**src/rtl/pong_game_ctrl.sv**
```systemverilog
// Pong game-flow controller: 1..4 players, BCD scores, lives, frame timer,
// pause and end-of-game winner detection.

// Per-player lane: saturating BCD score increment and lives decrement.
module pong_lane #(
    parameter int SCORE_DIGITS = 2,
    parameter int LIVES_W      = 2
) (
    input  logic                      hit_i,
    input  logic                      miss_i,
    input  logic [SCORE_DIGITS*4-1:0] score_i,
    input  logic [LIVES_W-1:0]        lives_i,
    output logic [SCORE_DIGITS*4-1:0] score_o,
    output logic [LIVES_W-1:0]        lives_o,
    output logic                      dead_o
);
    logic all_nines;
    logic carry;

    // BCD ripple increment; an all-nines score holds instead of wrapping
    always_comb begin
        all_nines = 1'b1;
        for (int d = 0; d < SCORE_DIGITS; d++) begin
            if (score_i[d*4 +: 4] != 4'd9) all_nines = 1'b0;
        end
        carry   = hit_i & ~all_nines;
        score_o = score_i;
        for (int d = 0; d < SCORE_DIGITS; d++) begin
            if (carry) begin
                if (score_i[d*4 +: 4] == 4'd9) begin
                    score_o[d*4 +: 4] = 4'd0;
                end else begin
                    score_o[d*4 +: 4] = score_i[d*4 +: 4] + 4'd1;
                    carry             = 1'b0;
                end
            end
        end
    end

    // Lives drop by one per miss, never below zero; dead when a miss empties them
    always_comb begin
        lives_o = lives_i;
        if (miss_i && (lives_i != '0)) lives_o = lives_i - LIVES_W'(1);
        dead_o = miss_i && (lives_o == '0);
    end
endmodule

module pong_game_ctrl #(
    parameter int NUM_PLAYERS  = 2,
    parameter int LIVES        = 3,
    parameter int LIVES_W      = 2,
    parameter int SCORE_DIGITS = 2,
    parameter int SERVE_FRAMES = 120,
    parameter int OVER_FRAMES  = 120,
    parameter int TIMER_W      = 8
) (
    input  logic                                 clk,
    input  logic                                 reset,
    input  logic                                 frame_tick,
    input  logic                                 start,
    input  logic                                 pause,
    input  logic [NUM_PLAYERS-1:0]               hit,
    input  logic [NUM_PLAYERS-1:0]               miss,
    output logic [2:0]                           state,
    output logic                                 gra_still,
    output logic [NUM_PLAYERS*SCORE_DIGITS*4-1:0] score,
    output logic [NUM_PLAYERS*LIVES_W-1:0]       lives,
    output logic [1:0]                           serve_player,
    output logic [NUM_PLAYERS-1:0]               winner,
    output logic                                 timer_busy
);
    localparam int SW = SCORE_DIGITS * 4;

    typedef enum logic [2:0] {
        S_IDLE  = 3'd0,
        S_PLAY  = 3'd1,
        S_SERVE = 3'd2,
        S_OVER  = 3'd3,
        S_PAUSE = 3'd4
    } state_e;

    state_e                                 state_q, state_d;
    logic [NUM_PLAYERS-1:0][SW-1:0]         score_q, score_d, score_nxt;
    logic [NUM_PLAYERS-1:0][LIVES_W-1:0]    lives_q, lives_d, lives_nxt, lives_init;
    logic [NUM_PLAYERS-1:0]                 dead;
    logic [NUM_PLAYERS-1:0]                 winner_q, winner_d, win_calc;
    logic [TIMER_W-1:0]                     timer_q, timer_d;
    logic [1:0]                             serve_q, serve_d, miss_idx;
    logic [SW-1:0]                          max_score;

    for (genvar i = 0; i < NUM_PLAYERS; i++) begin : g_lane
        pong_lane #(
            .SCORE_DIGITS (SCORE_DIGITS),
            .LIVES_W      (LIVES_W)
        ) u_lane (
            .hit_i   (hit[i]),
            .miss_i  (miss[i]),
            .score_i (score_q[i]),
            .lives_i (lives_q[i]),
            .score_o (score_nxt[i]),
            .lives_o (lives_nxt[i]),
            .dead_o  (dead[i])
        );
    end

    // Winner from post-hit scores, lowest missing player and reload value for lives
    always_comb begin
        max_score = '0;
        for (int i = 0; i < NUM_PLAYERS; i++) begin
            if (score_nxt[i] > max_score) max_score = score_nxt[i];
        end
        win_calc = '0;
        for (int i = 0; i < NUM_PLAYERS; i++) begin
            win_calc[i] = (score_nxt[i] == max_score);
        end
        miss_idx = '0;
        for (int i = NUM_PLAYERS - 1; i >= 0; i--) begin
            if (miss[i]) miss_idx = 2'(i);
        end
        for (int i = 0; i < NUM_PLAYERS; i++) begin
            lives_init[i] = LIVES_W'(LIVES);
        end
    end

    // Game-flow next state; timer counts frames unless loaded or paused
    always_comb begin
        state_d  = state_q;
        score_d  = score_q;
        lives_d  = lives_q;
        winner_d = winner_q;
        serve_d  = serve_q;
        timer_d  = (frame_tick && (timer_q != '0)) ? timer_q - TIMER_W'(1) : timer_q;
        case (state_q)
            S_IDLE: begin
                if (start) begin
                    state_d  = S_PLAY;
                    score_d  = '0;
                    lives_d  = lives_init;
                    winner_d = '0;
                    serve_d  = '0;
                end
            end
            S_PLAY: begin
                score_d = score_nxt;
                if (|miss) begin
                    lives_d = lives_nxt;
                    serve_d = miss_idx;
                    if (|dead) begin
                        state_d  = S_OVER;
                        timer_d  = TIMER_W'(OVER_FRAMES);
                        winner_d = win_calc;
                    end else begin
                        state_d = S_SERVE;
                        timer_d = TIMER_W'(SERVE_FRAMES);
                    end
                end else if (pause) begin
                    state_d = S_PAUSE;
                end
            end
            S_PAUSE: begin
                timer_d = timer_q;
                if (pause) state_d = S_PLAY;
            end
            S_SERVE: begin
                if ((timer_q == '0) && start) state_d = S_PLAY;
            end
            S_OVER: begin
                if (timer_q == '0) state_d = S_IDLE;
            end
            default: state_d = S_IDLE;
        endcase
    end

    // State and datapath registers
    always_ff @(posedge clk or negedge reset) begin
        if (!reset) begin
            state_q  <= S_IDLE;
            score_q  <= '0;
            lives_q  <= lives_init;
            winner_q <= '0;
            serve_q  <= '0;
            timer_q  <= '0;
        end else begin
            state_q  <= state_d;
            score_q  <= score_d;
            lives_q  <= lives_d;
            winner_q <= winner_d;
            serve_q  <= serve_d;
            timer_q  <= timer_d;
        end
    end

    assign state        = state_q;
    assign gra_still    = (state_q != S_PLAY);
    assign score        = score_q;
    assign lives        = lives_q;
    assign serve_player = serve_q;
    assign winner       = winner_q;
    assign timer_busy   = (timer_q != '0);
endmodule
```
**config.mk**
```make
export PLATFORM = sky130hd
export DESIGN_NAME = pong_game_ctrl
export DESIGN_NICKNAME = d
export VERILOG_FILES = /design/src/rtl/pong_game_ctrl.sv
export SDC_FILE = /design/constraint.sdc
export NUM_CORES = 1
export LEC_CHECK = 0
export BUFFER_PORTS_ARGS = -buffer_cell sky130_fd_sc_hd__buf_2
export CORE_ASPECT_RATIO = 0.75
export CORE_UTILIZATION = 45
export CTS_BUF_LIST = sky130_fd_sc_hd__clkbuf_4
export DETAILED_ROUTE_END_ITERATION = 10
export PLACE_DENSITY = 0.68
export SLEW_MARGIN = 20
export SYNTH_ARGS = -nofsm -noshare
export SYNTH_HDL_FRONTEND = slang
export SYNTH_SLANG_ARGS = --single-unit
```
**constraint.sdc**
```tcl
create_clock -name clk -period 2.47 [get_ports clk]
set_clock_uncertainty 0.05 [all_clocks]
set_input_delay 0.494 -clock clk [delete_from_list [all_inputs] [get_ports clk]]
set_output_delay 0.494 -clock clk [all_outputs]
set_load 0.005 [all_outputs]
```
==> out/qor.csv <==
stage;metric;value;unit
outcome;status;finished with violations;
outcome;violations;negative setup slack;
sta;hold_violations;0;
worst_setup_path;required;2.65;ns
floorplanning;dieArea;5560;sq um
sta;rsz0062_at_grt;yes;
clock_network;cts_buffers;5;
yosys;ys_ff_latch;34;
placed_design;place.detailed.hpwl;4190;um
power;ir_drop;0.000481;V
detailed_routing;drc;0;
floorplanning;die_h;64.8;um
global_route;grt_pass1_wl;9960;um
yosys;synth_edf_count;0;
clock_network;cts_root_buf;clkbuf_4;
final_layout;nets;384;
worst_setup_path;worst_r2r_endpoint;winner[1];
global_route;grt_max_degree;35;
detailed_routing;highest_layer;met4;
clock_network;clkLatencyLatePin;0.35;ns
worst_setup_path;r2r_setup_slack;-0.16;ns
yosys;yosys_warnings;0;
final_layout;antenna_cells;0;
placed_design;gp_congestion;0.876;
power;powerDensity;907;nW/um^2
floorplanning;coreArea;4980;sq um
worst_setup_path;r2r.worst_path.cells;15;
clock_network;cts_buffer_depth;2;
worst_setup_path;path_max_fanout;4;
detailed_routing;vias_per_cell;5.19;
detailed_routing;post_drt_wl_per_cell;13.7;um
flow_run;maxCapViolCount;0;
worst_setup_path;crit_buf_inv;3;
floorplanning;initial_core_util;47.6;%
worst_setup_path;critPathTopFamily;compound AO/OA/AOI/OAI gates;
floorplanning;io_pins;38;
yosys;netlist_instances;276;
floorplanning;die-width;85.8;um
yosys;ys_types;44;
sta;worst_slack;-0.156;ns
detailed_routing;drtIter0Drc;123;
yosys;synth_area;2370;sq um
power;leakagePower;0.00152;uW
final_layout;drive_above_1_share;31.1;%
worst_setup_path;cp-end-kind;register;
yosys;ys.flop_type;dfrtp_1;
global_route;grt.total_usage;22.9;%
detailed_routing;met3RoutedLength;260;um
final_layout;finalInstanceArea;3060;sq um
worst_hold_path;hold_class;input port to async pin;
yosys;async_flop_share;100;%
worst_setup_path;path_class;register to register;
final_layout;multi_input_area;1460;sq um
detailed_routing;first_pass_iters;4;
worst_setup_path;cp_slowest_cell;dfrtp_1;
clock_network;cts_tree;built;
sta;tightest_slew;0.786;ns
sta;slew_violations;0;
worst_setup_path;cpPeakStageDelay;0.40;ns
final_layout;fillers;438;
clock_network;clkTransAtPathRegs;0.12;ns
worst_setup_path;rr_startpoint;score[5];
detailed_routing;wl_met2;2440;um
worst_setup_path;cp-start-kind;register;
global_route;grt_pass1_vias;2105;
final_layout;regArea;856;sq um
yosys;ys_seq_area_share;36.1;%
sta;fmax;0.381;GHz
yosys;synth_area_per_cell;8.59;sq um
sta;finalSetupViolCount;2;
placed_design;place_area;2900;sq um
global_route;globalRouteOverflowTotal;0;
sta;min_period;2.63;ns
sta;holdWs;0.169;ns
final_layout;syn2layout_area_growth;29.3;%
global_route;antenna_found_initial;0;
sta;fin_crit_sh;106;%
worst_setup_path;path_cells;inv_2 -> ha_2 -> and3b_2 -> buf_4 -> nand3_1 -> o211ai_1 -> inv_2 -> ha_4 -> nor2b_1 -> o21a_1 -> o21ai_1 -> a21oi_1 -> o22a_1 -> nor2b_1 -> a21oi_1;
clock_network;htreeDepth;2;
placed_design;portBuffers;36;
sta;maxSlewHeadroom;47.6;%
clock_network;cts.sinks;34;
detailed_routing;vias;2226;
floorplanning;rows;22;
detailed_routing;wirelength;5860;um
detailed_routing;final_antenna_net_count;0;
detailed_routing;met1_length;3100;um
yosys;syn_nets;304;
worst_setup_path;cp.arrival;2.81;ns
## metrics by stage
stage | power, uW | worst slack (ns) | util (%) | instances | setup TNS, ns
detailed placement | 2370 | -0.108 | 58.2 | 413 | -0.153
global placement | 2330 | -0.00684 | 58.2 | 413 | -0.00684
finish | 2780 | -0.156 | 61.5 | 429 | -0.258
global route | 3020 | -0.309 | 61.5 | 429 | -0.562
floorplan | 1810 | -0.0418 | - | 276 | -0.0418
CTS | 2740 | -0.0515 | 60.4 | 424 | -0.0515
## cells in the mapped netlist, types with 2 or more instances
library cell,n,area share [%]
dfrtp_1,30,32
nor2_1,26,4.1
nand2_1,24,3.8
a21oi_1,22,4.6
ha_1,19,10
inv_1,19,3.0
o21ai_1,15,3.2
nand3_1,10,2.1
o21ai_0,9,1.9
xor2_1,9,3.3
nand2b_1,8,2.1
xnor2_1,7,2.6
a22o_1,5,1.8
clkbuf_1,5,0.79
nor2b_1,5,1.3
nor3_1,5,1.1
a211oi_1,4,1.3
and3_1,4,1.1
and3b_1,4,1.5
dfstp_2,4,4.4
mux2i_1,4,1.7
nand3b_1,4,1.3
nand4_1,4,1.1
a31oi_1,3,0.79
inv_2,3,0.48
a22oi_1,2,0.63
buf_2,2,0.42
o211ai_1,2,0.63
or4_1,2,0.63
or4b_1,2,0.84
## flip-flops by register name, summed over array words and instances, names as in the netlist
| signal | flops |
|---|---|
| lives | 4 |
| score | 16 |
| serve_player | 1 |
| state | 3 |
| timer_q | 8 |
| winner | 2 |
## report_power, final
group | total [uW] | switching (uW) | internal [uW]
Combinational | 1520 | 737 | 786
Clock | 302 | 200 | 101
Sequential | 952 | 188 | 763
## final cells by class
class,instances,share of cell area [%]
Timing Repair Buffer,82,17.2
Clock buffer,5,1.23
Tap cell,72,2.94
Multi-Input combinational cell,211,47.7
Inverter,22,2.70
Sequential cell,34,27.9
Clock inverter,3,0.368
## worst register-to-register path, delay by kind of cell (launching register included)
kind	cells	cell delay, ns
flip-flops	1	0.40
buffers and inverters	3	0.28
adder cells (fa/ha/maj)	2	0.38
AO/OA/AOI/OAI	6	0.85
AND/OR/NAND/NOR	4	0.55
## worst max path at each step
| stage | startpoint | to | slack (ns) | depth (start not counted) |
|---|---|---|---|---|
| 3_5_place_dp | score[4] | winner[1] | -0.11 | 13 |
| 6_report | score[5] | winner[1] | -0.16 | 15 |
| 5_1_grt | score[1] | winner[1] | -0.31 | 14 |
| 3_3_place_gp | score[1] | winner[1] | -0.007 | 14 |
| 2_1_floorplan | score[4] | winner[1] | -0.04 | 13 |
| 4_1_cts | score[4] | winner[1] | -0.05 | 13 |
## logic make-up (layout without fill, tap and decap cells)
family,after synthesis,count (layout),share of synthesized area (%)
compound gates,66,66,16.3
xor+xnor,16,16,5.91
fa+ha+maj,19,19,10.0
buf+inv,31,112,5.49
flops,34,34,36.1
mux,5,5,2.16
other cells,1,1,0.158
simple gates,104,104,23.9
## cell usage in the layout, fill, tap and decap left out, types with 4 or more instances in the layout
cell type,netlist,layout
nor2b_1,5,5
nor2_1,26,25
and3_1,4,4
ha_4,0,4
a21oi_1,22,21
o21ai_0,9,8
nand4_1,4,4
dfrtp_1,30,30
nand2b_1,8,8
a22o_1,5,5
ha_1,19,14
dfstp_2,4,4
buf_4,1,46
a211oi_1,4,4
xnor2_1,7,7
o21ai_1,15,16
nand2_1,24,24
nor3_1,5,5
clkbuf_4,0,5
xor2_1,9,9
nand3b_1,4,4
inv_2,3,5
buf_2,2,36
nand3_1,10,10
inv_1,19,17
## metal layers
metal	vias up	global-route usage, %
li1	1122	-
met3	8	4.20
met1	1045	33.5
met5	-	0
met4	0	6.25
met2	51	34.7
## what timing repair did
| action | 4_1_cts | 5_1_grt |
|---|---|---|
| endpoints found under the setup margin | 2 | 3 |
| buffers inserted | 3 | 5 |
| gates resized for setup | 6 | 3 |
| hold buffers | 0 | 0 |
| pin swaps | 4 | 4 |
Note: power is estimated with default switching activity, not from simulation.
